[src/rtl/pipe_ripple_adder_n.sv]
// Pipelined ripple-carry adder/subtractor, STAGE_BITS resolved per stage, with valid/ready stall.
// Optional signed-overflow output enabled by defining PIPE_ADDER_OVF_EN.
module pipe_ripple_adder_n #(
    parameter int WIDTH      = 16,
    parameter int STAGE_BITS = 4
) (
    input  logic             clk,
    input  logic             rst,
    input  logic             in_valid,
    output logic             in_ready,
    input  logic [WIDTH-1:0] a,
    input  logic [WIDTH-1:0] b,
    input  logic             cin,
    input  logic             sub,
    output logic             out_valid,
    input  logic             out_ready,
    output logic [WIDTH-1:0] s,
    output logic             cout
`ifdef PIPE_ADDER_OVF_EN
    ,
    output logic             ovf
`endif
);

    localparam int NSTAGE = WIDTH / STAGE_BITS;

    if ((STAGE_BITS < 1) || (WIDTH % STAGE_BITS != 0)) begin : g_bad_width
        $error("pipe_ripple_adder_n: WIDTH must be a non-zero multiple of STAGE_BITS");
    end

    // Stage k holds the full operand word (upper slices act as skew registers)
    // and the sum word with slices 0..k already resolved.
    logic [NSTAGE-1:0] v_q, v_n;
    logic [NSTAGE-1:0] c_q, c_n;
    logic [WIDTH-1:0]  a_q [NSTAGE];
    logic [WIDTH-1:0]  b_q [NSTAGE];
    logic [WIDTH-1:0]  s_q [NSTAGE];
    logic [WIDTH-1:0]  a_n [NSTAGE];
    logic [WIDTH-1:0]  b_n [NSTAGE];
    logic [WIDTH-1:0]  s_n [NSTAGE];

    logic [WIDTH-1:0]  ai, bi, si;
    logic              ci, vi;
    logic [STAGE_BITS:0] part;
    logic              adv;

`ifdef PIPE_ADDER_OVF_EN
    logic ovf_q, ovf_n;
`endif

    assign out_valid = v_q[NSTAGE-1];
    assign adv       = !out_valid || out_ready;
    assign in_ready  = adv;
    assign s         = s_q[NSTAGE-1];
    assign cout      = c_q[NSTAGE-1];

    always_comb begin
        v_n  = '0;
        c_n  = '0;
        ai   = '0;
        bi   = '0;
        si   = '0;
        ci   = 1'b0;
        vi   = 1'b0;
        part = '0;
        for (int k = 0; k < NSTAGE; k++) begin
            a_n[k] = '0;
            b_n[k] = '0;
            s_n[k] = '0;
        end
`ifdef PIPE_ADDER_OVF_EN
        ovf_n = 1'b0;
`endif
        for (int k = 0; k < NSTAGE; k++) begin
            if (k == 0) begin
                ai = a;
                bi = b ^ {WIDTH{sub}};
                ci = sub | cin;
                si = '0;
                vi = in_valid;
            end else begin
                ai = a_q[k-1];
                bi = b_q[k-1];
                ci = c_q[k-1];
                si = s_q[k-1];
                vi = v_q[k-1];
            end
            part = {1'b0, ai[k*STAGE_BITS +: STAGE_BITS]}
                 + {1'b0, bi[k*STAGE_BITS +: STAGE_BITS]}
                 + {{STAGE_BITS{1'b0}}, ci};
            si[k*STAGE_BITS +: STAGE_BITS] = part[STAGE_BITS-1:0];
            a_n[k] = ai;
            b_n[k] = bi;
            s_n[k] = si;
            c_n[k] = part[STAGE_BITS];
            v_n[k] = vi;
`ifdef PIPE_ADDER_OVF_EN
            // Carry into the MSB is recovered from the MSB sum bit and its operands.
            if (k == NSTAGE - 1) begin
                ovf_n = ai[WIDTH-1] ^ bi[WIDTH-1] ^ part[STAGE_BITS-1] ^ part[STAGE_BITS];
            end
`endif
        end
    end

    always_ff @(posedge clk or posedge rst) begin
        if (rst) begin
            v_q <= '0;
            c_q <= '0;
            for (int k = 0; k < NSTAGE; k++) begin
                a_q[k] <= '0;
                b_q[k] <= '0;
                s_q[k] <= '0;
            end
        end else if (adv) begin
            v_q <= v_n;
            c_q <= c_n;
            for (int k = 0; k < NSTAGE; k++) begin
                a_q[k] <= a_n[k];
                b_q[k] <= b_n[k];
                s_q[k] <= s_n[k];
            end
        end
    end

`ifdef PIPE_ADDER_OVF_EN
    always_ff @(posedge clk or posedge rst) begin
        if (rst) begin
            ovf_q <= 1'b0;
        end else if (adv) begin
            ovf_q <= ovf_n;
        end
    end

    assign ovf = ovf_q;
`endif

endmodule

[config.mk]
export PLATFORM = sky130hd
export DESIGN_NAME = pipe_ripple_adder_n
export DESIGN_NICKNAME = d
export VERILOG_FILES = /design/src/rtl/pipe_ripple_adder_n.sv
export SDC_FILE = /design/constraint.sdc
export NUM_CORES = 1
export LEC_CHECK = 0
export ABC_AREA = 1
export CORE_ASPECT_RATIO = 1.4
export CORE_UTILIZATION = 46
export DETAILED_ROUTE_END_ITERATION = 7
export PLACE_DENSITY = 0.69
export SETUP_SLACK_MARGIN = 0.2
export SYNTH_ARGS = -nofsm -noshare
export SYNTH_HDL_FRONTEND = slang
export SYNTH_SLANG_ARGS = --single-unit
export TNS_END_PERCENT = 50
[constraint.sdc]
create_clock -name clk -period 5.16 [get_ports clk]
set_clock_uncertainty 0.1 [all_clocks]
set_input_delay 1.032 -clock clk [delete_from_list [all_inputs] [get_ports clk]]
set_output_delay 1.032 -clock clk [all_outputs]
set_load 0.005 [all_outputs]
==> out/results.ini <==
[run_status]
outcome = finished clean

[finish]
multi_input_area_um2 = 1620
area_growth_pct = 21.6
num-fill-cells = 845
drive_above_1_share_pct = 5.14
diodes = 0
final_cell_area_um2 = 5180
seq_area_um2 = 2400
nets = 578

[power]
pwr-share-seq_pct = 42.7
power.internal_uw = 1950
p_switching_uw = 1000
ir_worst_vdd_mv = 0.457
p_comb_share_pct = 34.4
swShare_pct = 33.9
p_per_area_nw_per_um2 = 569
p_clk_share_pct = 22.9
leakage_uw = 0.00255

[floorplanning]
die_h_um = 116
start_util_pct = 47.2
coreArea_um2 = 9030
chipWidth_um = 83.3
die_area_um2 = 9660
io_pins = 57
rows = 41

[run]
cap_violations = 0

[synth]
synth_top_family_by_area = simple AND/OR/NAND/NOR gates
synthMuxAreaShare_pct = 0
synthAdderAreaFrac_pct = 7.28
syn-num-nets = 529
yosysWarningCount = 0
synth-xor-area-share_pct = 3.29
yosys.area_share.simple_pct = 20.8
yosysUniqueCellTypes = 20
syn-instance-count = 471
synth_compound_area_share_pct = 6.55
synth-seq-cells = 96
syn_area_um2 = 4260
yosysSeqAreaShare_pct = 56.4
syn_avg_cell_area_um2 = 9.05

[sta]
final.period_utilization_pct = 64.9
slew_violations = 0
setup_viol = 0
setup_tns_ns = 0
period_minus_slack_ns = 3.35
worst_pin_slew_ns = 0.977
hold_viol = 0
slew_headroom_pct = 34.9
rsz0062_at_grt = no
fmax_mhz = 298

[route]
drc = 0
drt-wirelength-per-cell_um = 12.0
vias_per_cell = 4.79
vias = 3028
ant_nets = 0
drt_iter0_drc = 171
finalWirelength_mm = 7.60
first_pass_iters = 4

[place]
routabilityCongestion = 0.804
portBuffers = 56
place_area_um2 = 4870
dpl.hpwl_mm = 4.78

[min_path]
hold_path.class = reg2reg
hold_path_depth = 2
min_from = v_q[2]$_DFFE_PP0P_

[cts]
clk_pin_slew_ns = 0.06
clockRootBuffer = clkbuf_16
cts_sinks = 96
cts_hold_buf = 0
htreeDepth = 3
cts_resized = 0
cts.path.max_buffers = 2
tritoncts = built
cts_buffers = 9
post-cts-setup-buffers = 0
clk_latency_ns = 0.34

[critical_path]
cp-end-kind = output port
cp-startpoint = out_ready
r2r_slack_ns = 3.29
ff2ff_path_depth = 6
required_ns = 4.03
timing.rr.start = c_q[2]$_DFFE_PP0P_
critical_path_class = in2out
cp_max_fo = 2
cp.arrival_ns = 2.22
startpoint_type = input port

[global_routing]
grt_overflow_total = 0
grt_max_degree = 107
antenna_found_initial = 0
gr-usage-all-layers_pct = 17.6
grt_pass1_wl_mm = 13.4
grt_pass1_vias = 2993

## critical path, stage by stage
cell             delay [ns]
clkdlybuf4s50_1        0.58
nor2_4                 0.07
inv_2                  0.05
clkdlybuf4s50_1        0.48
## kinds of logic (layout without fill, tap and decap cells)
group,count (synthesis),in the layout
flip-flops,96,96
XOR/XNOR,16,16
buffers and inverters,56,110
adder cells (fa/ha/maj),20,20
AO/OA/AOI/OAI,55,55
AND/OR/NAND/NOR,228,228
## metal layers
layer,vias up,track usage (%),wire length (µm)
li1,1555,-,-
met1,1395,22.9,3690
met2,66,28.1,3490
met3,12,3.99,254
met4,0,8.39,167
met5,-,0,0
## final cells by class
cell class	instances	area share, %
clock buffers	11	4.88
multi-input cells	319	31.2
clock inverters	5	1.06
flip-flops and latches	96	46.4
inverters	34	2.51
well taps	107	2.58
repair buffers	60	11.4
## sequential cells by signal, indices dropped and copies added, names as in the netlist
signal	flops
s_n	24
a_n	20
b_n	20
s	16
ai	4
bi	4
c_q	4
v_q	4
## stage by stage
stage | total power (µW) | setup WS (ns) | utilization (%) | hold WS (ns) | std cells
floorplan | 1940 | 1.52 | - | 0.320 | 471
global placement | 2240 | 1.81 | 54.0 | 0.328 | 616
detailed placement | 2290 | 1.76 | 54.0 | 0.346 | 616
CTS | 2980 | 1.82 | 57.4 | 0.361 | 632
global route | 3210 | 1.79 | 57.4 | 0.388 | 632
finish | 2950 | 1.81 | 57.4 | 0.358 | 632
## cell usage after synthesis
library cell / n / area, µm²
xor2_1: 4 / 35.0
nand2_1: 198 / 743
xnor2_1: 12 / 105
a21oi_1: 5 / 25.0
inv_1: 33 / 124
o21ai_0: 48 / 240
buf_2: 11 / 55.1
inv_2: 1 / 3.75
dfrtp_1: 96 / 2400
clkbuf_1: 7 / 26.3
buf_6: 1 / 11.3
ha_1: 12 / 150
nor2_4: 1 / 11.3
nor2_1: 14 / 52.6
a31oi_1: 1 / 6.26
o31ai_1: 1 / 7.51
buf_4: 3 / 22.5
or2_2: 4 / 25.0
nand3_1: 11 / 55.1
fa_1: 8 / 160
## final timing paths
path | end
max | in_ready
min | v_q[3]$_DFFE_PP0P_
max reg2reg | c_q[3]$_DFFE_PP0P_
min reg2reg | v_q[3]$_DFFE_PP0P_
max in group asynchronous | s[13]$_DFFE_PP0P_
min in group asynchronous | s[5]$_DFFE_PP0P_
## power by group through the flow
stage	clock, µW	sequential (µW)	combinational [µW]
after detailed placement	0	1270	1020
after floorplan	0	1240	694
after global placement	0	1270	971
final	674	1260	1010
after global routing	721	1310	1180
after CTS	688	1260	1030
## cell usage in the layout, fill, tap and decap left out
cell type        count
clkinv_2             2
xnor2_1             12
dfrtp_1             96
fa_1                 8
a21oi_1              5
a31oi_1              1
clkinvlp_4           2
inv_1               32
bufinv_16            1
nor2_4               1
xor2_1               4
clkbuf_8             2
o21ai_0             48
clkdlybuf4s50_1     56
ha_1                12
nand2_1            198
clkbuf_16            9
inv_2                1
o31ai_1              1
nor2_1              14
or2_2                4
buf_4                4
inv_4                1
nand3_1             11
(Power assumes the default switching activity.)
